==> config.mk <==
export PLATFORM = sky130hd
export DESIGN_NAME = fetch_unit
export DESIGN_NICKNAME = d
export VERILOG_FILES = /design/src/rtl/fetch_unit.sv
export SDC_FILE = /design/constraint.sdc
export NUM_CORES = 1
export LEC_CHECK = 0
export BUFFER_PORTS_ARGS = -buffer_cell sky130_fd_sc_hd__buf_2
export CAP_MARGIN = 20
export CORE_UTILIZATION = 35
export CTS_BUF_LIST = sky130_fd_sc_hd__clkbuf_8 sky130_fd_sc_hd__clkbuf_16
export DETAILED_ROUTE_END_ITERATION = 10
export PLACE_DENSITY = 0.68
export SETUP_SLACK_MARGIN = 0.3
export SYNTH_ARGS = -nofsm -noshare
export SYNTH_HDL_FRONTEND = slang
export SYNTH_SLANG_ARGS = --single-unit
export TNS_END_PERCENT = 30
==> constraint.sdc <==
create_clock -name clk -period 2.9 [get_ports clk]
set_clock_uncertainty 0.1 [all_clocks]
set_input_delay 0.29 -clock clk [delete_from_list [all_inputs] [get_ports clk]]
set_output_delay 0.29 -clock clk [all_outputs]
set_load 0.05 [all_outputs]
==> src/rtl/fetch_unit.sv <==
// fetch_unit: owns the PC, issues one imem read at a time and buffers the
// returned instruction with its PC; redirects flush the buffer and drop wrong-path reads.
module fetch_unit #(
  parameter int               WIDTH    = 32,
  parameter logic [WIDTH-1:0] RESET_PC = '0
) (
  input  logic             clk,
  input  logic             reset_n,
  input  logic             stall,
  input  logic             redirect_valid,
  input  logic [WIDTH-1:0] redirect_pc,
  output logic             imem_req,
  output logic [WIDTH-1:0] imem_addr,
  input  logic             imem_ready,
  input  logic             imem_rvalid,
  input  logic [WIDTH-1:0] imem_rdata,
  output logic             out_valid,
  output logic [WIDTH-1:0] out_instr,
  output logic [WIDTH-1:0] out_pc,
  output logic [WIDTH-1:0] out_pc_plus4
);
  typedef enum logic [1:0] {S_ISSUE, S_WAIT, S_DROP} state_t;
  state_t           r_state, w_state_nxt;
  logic [WIDTH-1:0] r_pc, w_pc_plus4, w_target;
  logic             w_consume, w_can_issue, w_load;
  assign w_consume   = out_valid & ~stall;
  assign w_can_issue = ~out_valid | w_consume;
  assign w_load      = (r_state == S_WAIT) & imem_rvalid & ~redirect_valid;
  assign w_pc_plus4  = r_pc + WIDTH'(4);
  assign w_target    = redirect_pc & ~WIDTH'(3);
  assign imem_addr   = r_pc;
  // Gated by reset_n so no request escapes while the block is held in reset.
  assign imem_req    = reset_n & (r_state == S_ISSUE) & w_can_issue & ~redirect_valid;
  always_comb begin
    w_state_nxt = r_state;
    if (r_state == S_ISSUE)
      w_state_nxt = (imem_req & imem_ready) ? S_WAIT : S_ISSUE;
    else if (r_state == S_WAIT)
      w_state_nxt = imem_rvalid ? S_ISSUE : (redirect_valid ? S_DROP : S_WAIT);
    else
      w_state_nxt = imem_rvalid ? S_ISSUE : S_DROP;
  end
  always_ff @(posedge clk or negedge reset_n) begin
    if (!reset_n) begin
      r_state <= S_ISSUE;
      r_pc    <= RESET_PC;
    end else begin
      r_state <= w_state_nxt;
      r_pc    <= redirect_valid ? w_target : (w_load ? w_pc_plus4 : r_pc);
    end
  end
  always_ff @(posedge clk or negedge reset_n) begin
    if (!reset_n) begin
      out_valid    <= 1'b0;
      out_instr    <= '0;
      out_pc       <= '0;
      out_pc_plus4 <= '0;
    end else begin
      out_valid <= redirect_valid ? 1'b0 : (w_load ? 1'b1 : (w_consume ? 1'b0 : out_valid));
      if (w_load) begin
        out_instr    <= imem_rdata;
        out_pc       <= r_pc;
        out_pc_plus4 <= w_pc_plus4;
      end
    end
  end
endmodule
==> impl_metrics.env <==
export IMPL_maxSlewViolCount=0
export IMPL_worstPathRequired_ns=3.07
export IMPL_syn_area_per_cell_um2=9.013
export IMPL_synth_flop_cell="dfrtp_1"
export IMPL_finalSetupViolCount=0
export IMPL_numCtsBuffers=17
export IMPL_htree_levels=4
export IMPL_hold_viol_final=0
export IMPL_dp_hpwl_mm=10.51
export IMPL_wl_per_cell_um=14.86
export IMPL_gp_congestion=0.7549
export IMPL_period_share=0.8255
export IMPL_leakagePower_uw=0.004111
export IMPL_cts_max_path_buffers=2
export IMPL_nets=948
export IMPL_ys_types=44
export IMPL_wl_mm=16.44
export IMPL_max_clock_freq_ghz=0.4177
export IMPL_min_period_ns=2.394
export IMPL_fin_util=0.5105
export IMPL_ctsHoldBuffers=59
export IMPL_synth_edf_count=0
export IMPL_clock_sinks=125
export IMPL_coreArea_um2=16000
export IMPL_p_per_area_nw_per_um2=926.2
export IMPL_syn_inst=643
export IMPL_cts_resized=0
export IMPL_io_buffer_count=191
export IMPL_ys_seq_area_frac=0.5397
export IMPL_max_cap_viol_count=0
export IMPL_cp_start_kind="flop"
export IMPL_rsz0062_at_grt="false"
export IMPL_drive_gt1_frac=0.2753
export IMPL_fillers=1522
export IMPL_irDropWorstVdd_uv=486.9
export IMPL_area_delta_synth_final_pct=40.93
export IMPL_mostFrequentLayoutCell="nand2_1"
export IMPL_floorplan_initialDensity=0.3622
export IMPL_yosysWarnings=0
export IMPL_max_slew_worst_pin_slew_ns=0.8474
export IMPL_via_per_inst=4.654
export IMPL_die_h_um=130.7
export IMPL_worstHoldPathType="input port to flop"
export IMPL_async_flop_share=1.000
export IMPL_relSlewSlack=0.4350
export IMPL_grt_pass1_vias=4954
export IMPL_outcome="finished clean"
export IMPL_arrival_ns=2.56
export IMPL_grt_pass1_wl_mm=25.35
export IMPL_cts_setup_buffers=0
export IMPL_initialDrtViolationCount=247
export IMPL_cp_end_kind="flop"
export IMPL_clkTransAtPathRegs_ns=0.06
export IMPL_via_count=5147
export IMPL_antenna_found_initial=0
export IMPL_grt_max_degree=126
export IMPL_cts_tree="yes"
export IMPL_path_class="flop to flop"
export IMPL_layout_common_cells="nand2_1, buf_2, dfrtp_1, dlygate4sd3_1, o21ai_0"
export IMPL_core_rowCount=46
export IMPL_worstSkewPairLatency_ns=0.41
export IMPL_syn_cell_area_um2=5796
export IMPL_fp_dieW_um=130.7
export IMPL_cts_root_buf="clkbuf_16"
export IMPL_ys_ff_latch=125
export IMPL_finalSetupTns_ns=0
export IMPL_io_pins=200
export IMPL_first_pass_iters=6
export IMPL_grt_use_total=0.1974
export IMPL_fp_dieArea_um2=17080
export IMPL_fin_hold_ws_ns=0.02144
export IMPL_overflow=0
export IMPL_n_antenna_cell=0
export IMPL_crit_fanout=10
export IMPL_remaining_drc_errors=0
export IMPL_ant_nets=0
==> routing by layer <==
metal | global-route usage | wire length (um) | up-vias
met1 | 0.2447 | 7325 | 2425
met4 | 0.07302 | 260 | 0
li1 | - | - | 2543
met3 | 0.05782 | 1050 | 19
met5 | 0 | 0 | -
met2 | 0.3256 | 7803 | 160
==> worst max-delay path, stage by stage (launching register included) <==
cell      delay, ns
dfrtp_1        0.56
nand3_4        0.18
or4_1          0.80
nor3_1         0.31
xnor2_1        0.17
o221ai_1       0.13
==> registers in the layout (all words and copies together), names as in the netlist <==
signal	flops
r_state	2
imem_addr	30
out_valid	1
out_pc_plus4	30
out_instr	32
out_pc	30
==> final timing paths <==
path | end | depth (start not counted) | start | slack (ns)
min in group asynchronous | imem_addr[29] | 3 | reset_n | 0.52
worst min-delay path | imem_addr[7] | 3 | redirect_pc[7] | 0.02
worst min register to register | out_instr[10] | 2 | out_instr[10] | 0.36
max in group asynchronous | out_instr[8] | 3 | reset_n | 1.59
worst max register to register | imem_addr[19] | 5 | imem_addr[7] | 0.51
worst max-delay path | imem_addr[19] | 5 | imem_addr[7] | 0.51
==> per-stage QoR <==
stage                     area [um2]  instances  total power (uW)  worst slack (ns)
final                           8168       1106              7565            0.5062
after global routing            8168       1106              7910            0.3482
after CTS                       8168       1106              7621            0.4638
after detailed placement        6847       1015              4916            0.4697
after global placement          6847       1015              4886            0.4819
after floorplan                 5814        648              4289            0.4589
==> logic make-up after synthesis <==
kind of cell	after synthesis	synth area share
DFF	125	0.5397
buffers and inverters	51	0.05419
adders and majority gates	1	0.002159
other	1	0.0006470
and+or+nand+nor	350	0.2662
xor gates and xnor gates	50	0.07556
muxes	1	0.001727
AOI/OAI and AO/OA	64	0.05980
==> report_power, final <==
group	total, uW	internal (uW)	switching [uW]
clock network	2620	1850	766
registers	2430	2150	285
logic	2520	557	1960
total	7570	4550	3010
==> cell usage after synthesis (2+ instances only) <==
| cell type | n | area, um2 |
|---|---|---|
| nor4_1 | 3 | 18.77 |
| nand3_1 | 11 | 55.05 |
| inv_1 | 3 | 11.26 |
| a21oi_1 | 2 | 10.01 |
| o221ai_1 | 3 | 26.28 |
| nor3_1 | 13 | 65.06 |
| nand4_1 | 12 | 75.07 |
| buf_2 | 4 | 20.02 |
| dfrtp_1 | 125 | 3128 |
| and4_1 | 2 | 17.52 |
| o21ai_1 | 7 | 35.03 |
| or3_1 | 2 | 12.51 |
| or4_1 | 2 | 15.01 |
| nor4_2 | 7 | 87.58 |
| o21ai_0 | 47 | 235.2 |
| buf_4 | 7 | 52.55 |
| o211ai_1 | 2 | 15.01 |
| buf_6 | 8 | 90.09 |
| xnor2_1 | 30 | 262.8 |
| nand2_1 | 269 | 1010 |
| nor2_1 | 12 | 45.04 |
| and3_1 | 7 | 43.79 |
| xor2_1 | 20 | 175.2 |
| clkbuf_1 | 25 | 93.84 |
==> area by class of cell <==
| class | count | area (um2) | area share |
|---|---|---|---|
| Multi-Input combinational cell | 472 | 2390 | 0.2926 |
| Timing Repair Buffer | 258 | 1638 | 0.2005 |
| Sequential cell | 125 | 3128 | 0.3830 |
| Clock inverter | 12 | 264.0 | 0.03232 |
| Inverter | 3 | 11.26 | 0.001379 |
| Tap cell | 216 | 270.3 | 0.03309 |
| Clock buffer | 20 | 466.7 | 0.05714 |
No activity file was read; power rests on OpenSTA's default activity.
